$ cat config.mk
export PLATFORM = sky130hd
export DESIGN_NAME = hazard_ctrl_flat
export DESIGN_NICKNAME = d
export VERILOG_FILES = /design/src/rtl/hazard_ctrl_pkg.sv /design/src/rtl/hazard_ctrl_if.sv /design/src/rtl/hazard_ctrl.sv /design/src/flat_wrapper.sv
export SDC_FILE = /design/constraint.sdc
export NUM_CORES = 1
export LEC_CHECK = 0
export CAP_MARGIN = 20
export CORE_AREA = 10 10 67 69
export CTS_CLUSTER_SIZE = 24
export DETAILED_ROUTE_END_ITERATION = 12
export DIE_AREA = 0 0 77 79
export REMOVE_ABC_BUFFERS = 1
export SLEW_MARGIN = 30
export SYNTH_ARGS = -nofsm -noshare
export SYNTH_HDL_FRONTEND = slang
export SYNTH_SLANG_ARGS = --single-unit
$ cat constraint.sdc
create_clock -name clk -period 2 [get_ports clk]
set_input_delay 0.5 -clock clk [delete_from_list [all_inputs] [get_ports clk]]
set_output_delay 0.5 -clock clk [all_outputs]
set_load 0.03 [all_outputs]
$ cat src/rtl/hazard_ctrl_pkg.sv
// Shared DHRUT-V pipeline definitions: hazard FSM states, register-address
// constants and counter widths used by the hazard controller.
package dhrutv_pkg;

  localparam int REG_ADDR_W = 5;
  localparam logic [REG_ADDR_W-1:0] X0 = 5'd0;

  localparam int MCNT_W = 5;
  localparam int WCNT_W = 8;

  typedef enum logic {
    RUN      = 1'b0,
    MDU_BUSY = 1'b1
  } hz_state_t;

  // True when an ID source operand is read and names the given destination.
  function automatic logic src_hit(logic used, logic [REG_ADDR_W-1:0] rs,
                                   logic [REG_ADDR_W-1:0] rd);
    return used && (rs == rd);
  endfunction

endpackage

$ cat src/rtl/hazard_ctrl_if.sv
// Sideband bundle between the fetch/decode/EX/MEM pipeline and the hazard
// controller: hazard sources in, stage hold/bubble controls out.
interface hazard_ctrl_if;
  import dhrutv_pkg::*;

  logic [REG_ADDR_W-1:0] id_rs1;
  logic [REG_ADDR_W-1:0] id_rs2;
  logic                  id_rs1_used;
  logic                  id_rs2_used;
  logic [REG_ADDR_W-1:0] ex_rd;
  logic                  ex_reg_wr;
  logic                  ex_is_load;
  logic                  ex_redirect;
  logic                  ex_mdu_start;
  logic                  mem_req;
  logic                  mem_ack;

  logic stall_if;
  logic stall_id;
  logic stall_ex;
  logic stall_mem;
  logic flush_if;
  logic flush_id;
  logic flush_ex;
  logic mdu_done;
  logic mem_err;

  modport master (
    output id_rs1, id_rs2, id_rs1_used, id_rs2_used, ex_rd, ex_reg_wr,
           ex_is_load, ex_redirect, ex_mdu_start, mem_req, mem_ack,
    input  stall_if, stall_id, stall_ex, stall_mem, flush_if, flush_id,
           flush_ex, mdu_done, mem_err
  );

  modport slave (
    input  id_rs1, id_rs2, id_rs1_used, id_rs2_used, ex_rd, ex_reg_wr,
           ex_is_load, ex_redirect, ex_mdu_start, mem_req, mem_ack,
    output stall_if, stall_id, stall_ex, stall_mem, flush_if, flush_id,
           flush_ex, mdu_done, mem_err
  );

endinterface

$ cat src/rtl/hazard_ctrl.sv
// Pipeline hazard controller: resolves memory wait, multi-cycle MDU,
// redirect and load-use hazards in that priority order.
module hazard_ctrl
  import dhrutv_pkg::*;
#(
  parameter int MDU_LAT     = 4,
  parameter int MEM_TIMEOUT = 16
) (
  input  logic          clk,
  input  logic          reset,
  hazard_ctrl_if.slave  hz
);

  localparam logic [MCNT_W-1:0] MCNT_START = MCNT_W'(MDU_LAT - 2);
  localparam logic [WCNT_W-1:0] WCNT_LIMIT = WCNT_W'(MEM_TIMEOUT);

  hz_state_t         state, state_nx;
  logic [MCNT_W-1:0] mcnt, mcnt_nx;
  logic [WCNT_W-1:0] wcnt;

  logic tout, mw, lu, mdu_stall, stall_ex_i, redir_act, lu_act;

  // A timed-out access is released exactly like an ack.
  assign tout = (wcnt == WCNT_LIMIT);
  assign mw   = hz.mem_req & ~hz.mem_ack & ~tout;

  assign lu = hz.ex_is_load & hz.ex_reg_wr & (hz.ex_rd != X0) &
              (src_hit(hz.id_rs1_used, hz.id_rs1, hz.ex_rd) |
               src_hit(hz.id_rs2_used, hz.id_rs2, hz.ex_rd));

  assign mdu_stall = ((state == RUN) & hz.ex_mdu_start) |
                     ((state == MDU_BUSY) & (mcnt != '0));

  // State register plus counters.
  always_ff @(posedge clk) begin
    if (reset) begin
      state <= RUN;
      mcnt  <= '0;
      wcnt  <= '0;
    end else begin
      state <= state_nx;
      mcnt  <= mcnt_nx;
      wcnt  <= mw ? wcnt + 8'd1 : '0;
    end
  end

  // Next state. The MDU countdown keeps running under a memory wait, but
  // the op is not retired until the wait drops.
  always_comb begin
    state_nx = state;
    mcnt_nx  = mcnt;
    case (state)
      RUN: begin
        if (hz.ex_mdu_start) begin
          state_nx = MDU_BUSY;
          mcnt_nx  = MCNT_START;
        end
      end
      MDU_BUSY: begin
        if (mcnt != '0)
          mcnt_nx = mcnt - 5'd1;
        else if (!mw)
          state_nx = RUN;
      end
      default: state_nx = RUN;
    endcase
  end

  // Outputs, priority mw > MDU > redirect > load-use.
  always_comb begin
    stall_ex_i = mw | mdu_stall;
    redir_act  = hz.ex_redirect & ~stall_ex_i;
    lu_act     = lu & ~stall_ex_i & ~hz.ex_redirect;

    hz.stall_if  = stall_ex_i | lu_act;
    hz.stall_id  = stall_ex_i | lu_act;
    hz.stall_ex  = stall_ex_i;
    hz.stall_mem = mw;
    hz.flush_if  = redir_act;
    hz.flush_id  = redir_act;
    hz.flush_ex  = lu_act;
    hz.mdu_done  = (state == MDU_BUSY) & (mcnt == '0) & ~mw;
    hz.mem_err   = tout;
  end

endmodule

$ cat src/flat_wrapper.sv
// flat-port wrapper written by rule: the top's interface ports become plain ports
module hazard_ctrl_flat import dhrutv_pkg::*;
#(
  parameter int MDU_LAT     = 4,
  parameter int MEM_TIMEOUT = 16
)
  (clk, reset, hz_id_rs1, hz_id_rs2, hz_id_rs1_used, hz_id_rs2_used, hz_ex_rd, hz_ex_reg_wr, hz_ex_is_load, hz_ex_redirect, hz_ex_mdu_start, hz_mem_req, hz_mem_ack, hz_stall_if, hz_stall_id, hz_stall_ex, hz_stall_mem, hz_flush_if, hz_flush_id, hz_flush_ex, hz_mdu_done, hz_mem_err);
  hazard_ctrl_if hz_i ();
  input  logic clk;
  input  logic reset;
  input wire logic [$bits(hz_i.id_rs1)-1:0] hz_id_rs1;
  input wire logic [$bits(hz_i.id_rs2)-1:0] hz_id_rs2;
  input wire logic [$bits(hz_i.id_rs1_used)-1:0] hz_id_rs1_used;
  input wire logic [$bits(hz_i.id_rs2_used)-1:0] hz_id_rs2_used;
  input wire logic [$bits(hz_i.ex_rd)-1:0] hz_ex_rd;
  input wire logic [$bits(hz_i.ex_reg_wr)-1:0] hz_ex_reg_wr;
  input wire logic [$bits(hz_i.ex_is_load)-1:0] hz_ex_is_load;
  input wire logic [$bits(hz_i.ex_redirect)-1:0] hz_ex_redirect;
  input wire logic [$bits(hz_i.ex_mdu_start)-1:0] hz_ex_mdu_start;
  input wire logic [$bits(hz_i.mem_req)-1:0] hz_mem_req;
  input wire logic [$bits(hz_i.mem_ack)-1:0] hz_mem_ack;
  output wire logic [$bits(hz_i.stall_if)-1:0] hz_stall_if;
  output wire logic [$bits(hz_i.stall_id)-1:0] hz_stall_id;
  output wire logic [$bits(hz_i.stall_ex)-1:0] hz_stall_ex;
  output wire logic [$bits(hz_i.stall_mem)-1:0] hz_stall_mem;
  output wire logic [$bits(hz_i.flush_if)-1:0] hz_flush_if;
  output wire logic [$bits(hz_i.flush_id)-1:0] hz_flush_id;
  output wire logic [$bits(hz_i.flush_ex)-1:0] hz_flush_ex;
  output wire logic [$bits(hz_i.mdu_done)-1:0] hz_mdu_done;
  output wire logic [$bits(hz_i.mem_err)-1:0] hz_mem_err;
  assign hz_i.id_rs1 = hz_id_rs1;
  assign hz_i.id_rs2 = hz_id_rs2;
  assign hz_i.id_rs1_used = hz_id_rs1_used;
  assign hz_i.id_rs2_used = hz_id_rs2_used;
  assign hz_i.ex_rd = hz_ex_rd;
  assign hz_i.ex_reg_wr = hz_ex_reg_wr;
  assign hz_i.ex_is_load = hz_ex_is_load;
  assign hz_i.ex_redirect = hz_ex_redirect;
  assign hz_i.ex_mdu_start = hz_ex_mdu_start;
  assign hz_i.mem_req = hz_mem_req;
  assign hz_i.mem_ack = hz_mem_ack;
  assign hz_stall_if = hz_i.stall_if;
  assign hz_stall_id = hz_i.stall_id;
  assign hz_stall_ex = hz_i.stall_ex;
  assign hz_stall_mem = hz_i.stall_mem;
  assign hz_flush_if = hz_i.flush_if;
  assign hz_flush_id = hz_i.flush_id;
  assign hz_flush_ex = hz_i.flush_ex;
  assign hz_mdu_done = hz_i.mdu_done;
  assign hz_mem_err = hz_i.mem_err;
  hazard_ctrl #(.MDU_LAT(MDU_LAT), .MEM_TIMEOUT(MEM_TIMEOUT)) u_core (.clk(clk), .reset(reset), .hz(hz_i));
endmodule
After elaboration in Yosys (flattened, before gate mapping):

Cells that the tools add are included.

* equal/unequal tests: 5
* mux-type cells: 7
* add/subtract/negate cells: 2
* bitwise operators: 22
* reductions and logical operators: 7

Operators by type and width (count)
* 1-bit AND: 12
* 5-bit == test: 2
* 5-bit 2-to-1 mux: 2
* 5-bit one-hot mux with 2 select lines: 1
* 5-bit nonzero test: 2
* 8-bit by 1-bit adder with 8-bit output, second input constant: 1
* 8-bit by 5-bit == test with 1-bit output, second input constant: 1
* 1-bit NOT: 6
* 5-bit logical NOT: 1
* 5-bit by 1-bit subtractor with 5-bit output, second input constant: 1
* 2-bit != test, second input constant: 2
* 1-bit OR: 4
* 1-bit 2-to-1 mux: 3
* 1-bit logical AND: 2
* 1-bit one-hot mux with 2 select lines: 1
* 2-bit AND reduction: 1
* 2-bit OR reduction: 1

* word-level logic and storage cells: 46
* output and inout port bits: 9
* register bits after elaboration: 14
* input bits: 25

Depth between registers and ports, before layout:

Gate-level depths: netlist (run 1).

* word-level depth: 8
* depth in mapped cells: 7
* gate-level depth less buffers: 7

Worst setup path after synthesis (run 1):

No wires, ideal clock.

* path type: in2out
* from: in hz_ex_rd[3]
* to: out hz_stall_if
* cell stages on the path: 5
* path buffers: 1
* slack: -0.616 ns
* data required time: 1.500 ns
* data arrival time: 2.116 ns
* path through: xor2_1 > nor4_1 > a32oi_1 > o21ai_0 > buf_4

* longest elaborated chain between the ends: 7
* elaborated cells on any way between the ends: 11
* classes of those cells: eq/ne (2); bitwise (6); reduce/logical (3)

RTL lines
* start: declaration: line flat_wrapper.sv:15 `input wire logic [$bits(hz_i.ex_rd)-1:0] hz_ex_rd;`
* 5-bit == test: line hazard_ctrl_pkg.sv:19 `return used && (rs == rd);`
* 1-bit logical AND: line hazard_ctrl_pkg.sv:19
* 1-bit OR: line hazard_ctrl.sv:28 `(src_hit(hz.id_rs1_used, hz.id_rs1, hz.ex_rd) |`
* 1-bit AND (*): line hazard_ctrl.sv:27 `assign lu = hz.ex_is_load & hz.ex_reg_wr & (hz.ex_rd != X0) &`
* 1-bit AND (*) (2 in a row): line hazard_ctrl.sv:73 `lu_act = lu & ~stall_ex_i & ~hz.ex_redirect;`
* 1-bit OR (*)
* end: declaration: line flat_wrapper.sv:22 `output wire logic [$bits(hz_i.stall_if)-1:0] hz_stall_if;`

Every way passes the cells marked *; elsewhere a longest branch is shown, timed or not.

Final worst setup path (run 1):

* from: in hz_id_rs2[0]
* to: out hz_flush_ex

* longest elaborated chain between the ends: 6

RTL lines
* start: declaration: line flat_wrapper.sv:12 `input wire logic [$bits(hz_i.id_rs2)-1:0] hz_id_rs2;`
* 5-bit == test: line hazard_ctrl_pkg.sv:19
* 1-bit logical AND: line hazard_ctrl_pkg.sv:19
* 1-bit OR: line hazard_ctrl.sv:28
* 1-bit AND: line hazard_ctrl.sv:27
* 1-bit AND (2 in a row): line hazard_ctrl.sv:73
* end: declaration: line flat_wrapper.sv:28 `output wire logic [$bits(hz_i.flush_ex)-1:0] hz_flush_ex;`

No other way between the ends.

==> results of run 1 <==
==> layout make-up <==
type / instances / area share
Sequential cell: 14 / 0.1812
Timing Repair Buffer: 62 / 0.3211
Clock buffer: 3 / 0.01431
Multi-Input combinational cell: 78 / 0.4300
Inverter: 7 / 0.01669
Tap cell: 46 / 0.03657
==> power by group <==
group / internal (mW) / switching (mW) / leakage (nW) / total, mW
Sequential: 0.294 / 0.0115 / 0.115 / 0.305
Clock: 0.0696 / 0.0816 / 0.0138 / 0.151
Combinational: 0.192 / 0.164 / 0.540 / 0.356
Total: 0.555 / 0.257 / 0.669 / 0.812
==> state kept, by name, summed over array words and instances, names as in the netlist <==
register and flops:
u_core.state 1, u_core.wcnt 8, u_core.mcnt 5
==> layer usage <==
layer / global-route usage / routed length, microns / vias up
met1: 0.09819 / 1120 / 419
met4: 0.03467 / 36 / 0
met3: 0.02252 / 112 / 4
met2: 0.1728 / 1403 / 30
met5: 0 / 0 / -
li1: - / - / 465
==> worst register-to-register path: cells and delay by family (launching register included) <==
family / cells / cell delay (ns)
AO/OA/AOI/OAI: 1 / 0.17
AND/OR/NAND/NOR: 3 / 0.47
flip-flops: 1 / 0.33
adder cells (fa/ha/maj): 1 / 0.12
buffers and inverters: 4 / 0.48
==> cells by family after synthesis <==
logic type	after synthesis	share of synthesized area
simple gates	46	0.3129
xor+xnor	16	0.1564
flops	14	0.3129
compound gates	12	0.1034
buf+inv	10	0.05865
fa+ha+maj	4	0.05587
==> worst paths after layout <==
check | cells after the start | to | slack, ns | start
min reg2reg | 2 | u_core.wcnt[0] | 0.54 | u_core.wcnt[0]
max | 7 | hz_flush_ex | -0.29 | hz_id_rs2[0]
max reg2reg | 9 | u_core.wcnt[3] | 0.34 | u_core.wcnt[0]
min | 2 | u_core.wcnt[0] | 0.54 | u_core.wcnt[0]
==> placed cells by master, fill, tap and decap left out, types with 2 or more instances in the layout <==
master and instances:
clkbuf_4 3, dfxtp_2 4, ha_4 2, ha_1 2
buf_6 7, nor3_1 2, dlygate4sd2_1 5, and3_2 2
dfxtp_1 10, clkbuf_2 5, buf_4 31, xor2_2 3
nand2b_1 2, nor2_1 12, buf_2 3, nor4b_4 2
a21oi_1 3, nor2b_1 2, nor2_4 2, xnor2_1 2
xor2_1 10, nand3_1 6, clkdlybuf4s15_1 2, nand3b_1 2
inv_2 6, clkdlybuf4s50_1 9, nand2_1 4
==> per-stage QoR <==
step	setup WS [ns]	power [mW]	instances
finish	-0.2908	0.8124	210
global route	-0.3677	0.8696	210
floorplan	-0.8773	0.4469	99
CTS	-0.3017	0.8154	209
global placement	-0.6556	0.6095	203
detailed placement	-0.6890	0.6166	203
==> repair_timing <==
action,4_1_cts,5_1_grt
pin swaps,14,10
buffers inserted,4,2
gates resized for setup,72,15
endpoints found under the setup margin,8,8
==> summary.md, run 1 <==
| Metric | Value |
|---|---|
| Status | finished with violations |
| Failing checks | setup timing |
| Ys flop type | dfxtp_1 |
| Max Clock Freq | 0.4365 GHz |
| CP Data Arrival Time | 1.79 ns |
| CP endpoint kind | output port |
| Filler Cell Count | 325 |
| N_diodes | 0 |
| Drt first pass iters | 4 |
| Clock sinks | 14 |
| Synth Area per Inst | 8.783 sq um |
| Final slew viol count | 0 |
| Mapped Area | 895.9 sq um |
| CTS buffer count | 3 |
| Final hold violation count | 0 |
| Area Overhead vs Synth | 75.70% |
| Initial antenna violation count | 0 |
| Die area | 6083 sq um |
| DP Area | 1428 sq um |
| Gp weighted congestion | 0.8267 |
| Worst min path class | flip-flop to flip-flop |
| Buf/Inv on CP | 3 |
| CP max-delay cell | clkdlybuf4s50_1 |
| Post-detailed-route wirelength per cell | 12.72 microns |
| Root Buffer | clkbuf_4 |
| Post-route worst setup slack | -0.2908 ns |
| Detailed-route via count | 918 |
| # DRC | 0 |
| Tmin final | 2.291 ns |
| Worst vdd ir | 0.0003923 V |
| Antenna Nets Post-Route | 0 |
| # IOs | 34 |
| Slew headroom | 0.7707 |
| Cell count after synthesis | 102 |
| Latest clock arrival within the worst-skew pair | 0.27 ns |
| First-pass GRT wire length | 4.636 mm |
| Final Setup Violations | 8 |
| Reg area | 285.3 sq um |
| CTS tree | done |
| Cell seen most often among critical-path stages | buf_4 |
| Crit path kind | input port to output port |
| Grt ovf | 0 |
| Fin area | 1574 sq um |
| Max Cap Violations | 0 |
| Vias in the first global route | 1057 |
| Chip width | 77 microns |
| Multi-input gate area | 676.9 sq um |
| Cell family with most CP delay | buffers and inverters |
| Crit path cell chain | clkdlybuf4s50_1 -> xnor2_1 -> and2_1 -> a32oi_2 -> buf_4 -> nor3_2 -> buf_4 |
| Cell taking the most area after synthesis | dfxtp_1 |
| Nets@finish | 195 |
| Slew @ Worst Pin | 0.3432 ns |
| Count leader, synth | dfxtp_1 |
| Leakage | 0.6690 nW |
| Yosys cell types | 35 |
| Largest net degree at the start of global routing | 9 |
| Initial DRC Count | 10 |
| All-Layer GR Usage | 0.09231 |
| Clock buffer depth | 2 |
| Min Hold Slack | 0.5366 ns |
| Setup TNS | -1.614 ns |
| Row count | 21 |
| Vias per cell | 4.371 |
| Tcrit/Tclk final | 1.145 |
| Core area | 3232 sq um |
| Synth cell count leaders | dfxtp_1 (14), nor2_1 (13), xor2_1 (13) |
| Initial Utilization | 0.2772 |
| RSZ-0062 raised after global routing | true |
| Layout Utilization | 0.4870 |
| Sequential area share after synthesis | 0.3128 |
| Layout cells sized above 1 | 0.5000 |
| PD cells | 516.1 nW/um^2 |
| Chip Height | 79 microns |
| Routed WL | 2.672 mm |
| Post-detail-place hpwl | 2.198 mm |
| Synth top area share | 0.3128 |
| Port buffer count | 33 |
| Register clock-pin slew on the reported worst setup and hold paths | 0.08 ns |
| Slowest stage delay, CP | 0.47 ns |
| H-tree depth | 1 |
| Synth top area cells | dfxtp_1 (31%), xor2_1 (13%), ha_1 (5.6%) |
| Synth Warn # | 0 |
| Post-synthesis register bit count | 14 |
| EDFF count, synth | 0 |
| Async SR Flop Fraction | 0 |
| Hold Buf Count CTS | 0 |
| Worst Path Required | 1.50 ns |
| Crit-path max FO | 2 |
| Startpoint types | input port |
| Setup Skew | 0.0004708 ns |
Power figures use the tool's default switching activity.
==> run 2: changes to the inputs <==
--- a/config.mk
+++ b/config.mk
@@ -6,10 +6,10 @@
 export NUM_CORES = 1
 export LEC_CHECK = 0
 export CAP_MARGIN = 20
-export CORE_AREA = 10 10 67 69
+export CORE_AREA = 2 2 59 61
 export CTS_CLUSTER_SIZE = 24
 export DETAILED_ROUTE_END_ITERATION = 12
-export DIE_AREA = 0 0 77 79
+export DIE_AREA = 0 0 61 63
 export REMOVE_ABC_BUFFERS = 1
 export SLEW_MARGIN = 30
 export SYNTH_ARGS = -nofsm -noshare
==> summary.md, run 2 (synthesized netlist as in run 1, its figures left out) <==
| Metric | Value |
|---|---|
| Largest regs | u_core.wcnt x8, u_core.mcnt x5, u_core.state x1 |
| Grt ovf | 0 (unchanged) |
| Row count | 21 (unchanged) |
| Clock power frac | 0.238 (+0.052) |
| Vias per cell | 4.464 (+2.1%) |
| Clock sinks | 14 (unchanged) |
| Antenna Nets Post-Route | 0 (unchanged) |
| Post-detailed-route wirelength per cell | 12.05 microns (-5.3%) |
| Worst min path class | flip-flop to flip-flop |
| All-Layer GR Usage | 0.1379 (+0.04560) |
| Chip width | 61 microns (-21%) |
| Layout Utilization | 0.4983 (+0.01123) |
| Max Clock Freq | 0.4366 GHz (about the same) |
| Slew @ Worst Pin | 0.3795 ns (+0.03629 ns) |
| RSZ-0062 raised after global routing | true |
| P_sw | 0.2771 mW (+7.9%) |
| First-pass GRT wire length | 3.926 mm (-15%) |
| Crit path cell chain | buf_4 -> xor2_2 -> nor4_2 -> a32oi_2 -> buf_4 -> nor3_4 -> buf_6 |
| Final hold violation count | 0 (unchanged) |
| Most frequent cells in the layout | buf_4 (32), nor2_1 (12), dfxtp_1 (10) |
| Latest clock arrival within the worst-skew pair | 0.29 ns (+0.02 ns) |
| Worst Path Required | 1.50 ns (about the same) |
| Drt first pass iters | 6 (+2) |
| Clock buffer depth | 2 (unchanged) |
| Sequential Power Share | 0.351 (-0.025) |
| Max Cap Violations | 0 (unchanged) |
| Tmin final | 2.291 ns (-0.0002440 ns) |
| N_diodes | 0 (unchanged) |
| Status | finished with violations |
| Final slew viol count | 0 (unchanged) |
| Leakage | 0.6977 nW (+4.3%) |
| Failing checks | setup timing |
| Crit-path max FO | 3 (+1) |
| Final Setup Violations | 8 (unchanged) |
| Die area | 3843 sq um (-37%) |
| Cell seen most often among critical-path stages | buf_4 |
| Chip Height | 63 microns (-20%) |
| Post-detail-place hpwl | 1.877 mm (-15%) |
| CP max-delay cell | nor4_2 |
| Core area | 3232 sq um (unchanged) |
| Tcrit/Tclk final | 1.145 (about the same) |
| CP Data Arrival Time | 1.79 ns (about the same) |
| Gp weighted congestion | 0.8556 (+3.5%) |
| CTS tree | done |
| Commonest non-fill, non-tap cell in the layout | buf_4 |
| Min Hold Slack | 0.5379 ns (+0.001312 ns) |
| Vias in the first global route | 933 (-12%) |
| Crit path kind | input port to output port |
| Register clock-pin slew on the reported worst setup and hold paths | 0.08 ns (about the same) |
| Initial Utilization | 0.2772 (unchanged) |
| Int Power | 0.5955 mW (+7.2%) |
| Finished Layout Cells | 211 (+0.48%) |
| Max reg flops | 8 (unchanged) |
| # IOs | 34 (unchanged) |
| Slew headroom | 0.7465 (-0.02424) |
| Area Overhead vs Synth | 79.75% |
| Post-route worst setup slack | -0.2906 ns (+0.0002440 ns) |
| Setup Skew | 0.003656 ns (+0.003186 ns) |
| Port buffer count | 33 (unchanged) |
| Largest net degree at the start of global routing | 9 (unchanged) |
| Setup TNS | -1.560 ns (+0.05375 ns) |
| Post-Place Cells | 203 (unchanged) |
| Root Buffer | clkbuf_4 |
| Net Sw Frac | 0.3176 (+0.001367) |
| Nets@finish | 195 (unchanged) |
| H-tree depth | 1 (unchanged) |
| PD cells | 541.9 nW/um^2 (+5.0%) |
| Combinational share of power | 0.411 (-0.027) |
| Initial antenna violation count | 0 (unchanged) |
| Layout cells sized above 1 | 0.5030 (+0.003030) |
| Buf/Inv on CP | 3 (unchanged) |
| Startpoint types | input port |
| Worst vdd ir | 0.0003313 V (-16%) |
| Routed WL | 2.542 mm (-4.9%) |
| Largest Register | u_core.wcnt |
| # DRC | 0 (unchanged) |
| Post-Place Worst Slack | -0.7007 ns (-0.01169 ns) |
| Cell family with most CP delay | simple AND/OR/NAND/NOR gates |
| CP endpoint kind | output port |
| CTS buffer count | 3 (unchanged) |
| Slowest stage delay, CP | 0.33 ns (-0.14 ns) |
| Detailed-route via count | 942 (+2.6%) |
| Initial DRC Count | 11 (+1) |
## run 2: timing repair
| item | 4_1_cts | 5_1_grt |
|---|---|---|
| setup buffers | 7 | 1 |
| pin swaps | 14 | 11 |
| setup endpoints to repair | 8 | 9 |
| hold buffers | 0 | 0 |
| resized for setup | 73 | 28 |
## run 2: final timing paths
path                                     start  cells after the start  slack (ns)        endpoint
worst max-delay path               hz_ex_rd[2]                      7       -0.29     hz_flush_ex
worst min register to register  u_core.wcnt[0]                      2        0.54  u_core.wcnt[0]
worst min-delay path            u_core.wcnt[0]                      2        0.54  u_core.wcnt[0]
worst max register to register  u_core.mcnt[1]                      7        0.39  u_core.mcnt[3]
## run 2: routing by layer
metal  global-route usage  routed length [microns]
met5                    0                        0
met4              0.05978                       49
met3              0.02484                      138
met2               0.2796                     1447
met1               0.1211                      906
## run 2: worst register-to-register path: cells and delay by family (launching register included)
| kind | cells | cell delay [ns] |
|---|---|---|
| simple gates | 2 | 0.45 |
| compound gates | 2 | 0.38 |
| flops | 1 | 0.34 |
| buf+inv | 2 | 0.20 |
| fa+ha+maj | 1 | 0.15 |
## run 2: through the flow
step / power [mW] / cell area [sq um]
global placement: 0.6084 / 1430
detailed placement: 0.6145 / 1430
finish: 0.8726 / 1610
CTS: 0.8711 / 1567
floorplan: 0.4469 / 869.6
global route: 0.9258 / 1610
## run 2: power by group through the flow
stage / sequential, mW / clock (mW) / combinational (mW)
6_report: 0.306 / 0.208 / 0.358
5_1_grt: 0.308 / 0.229 / 0.388
4_1_cts: 0.306 / 0.217 / 0.348
3_5_place_dp: 0.308 / 0 / 0.306
3_3_place_gp: 0.307 / 0 / 0.302
2_1_floorplan: 0.311 / 0 / 0.136
## run 2: final cells by class
type | instances | area (sq um)
timing repair buffer | 62 | 525.5
multi-input combinational | 78 | 679.4
tap | 46 | 57.56
clock buffer | 4 | 36.28
sequential | 14 | 285.3
fill | 312 | 1622
inverter | 7 | 26.28
==> run 3: changes to the inputs <==
--- a/config.mk
+++ b/config.mk
@@ -11,7 +11,6 @@
 export DETAILED_ROUTE_END_ITERATION = 12
 export DIE_AREA = 0 0 61 63
 export REMOVE_ABC_BUFFERS = 1
-export SLEW_MARGIN = 30
 export SYNTH_ARGS = -nofsm -noshare
 export SYNTH_HDL_FRONTEND = slang
 export SYNTH_SLANG_ARGS = --single-unit
==> results of run 3 <==
Same layout as run 2: the final DEF is identical, and so are final timing and power.
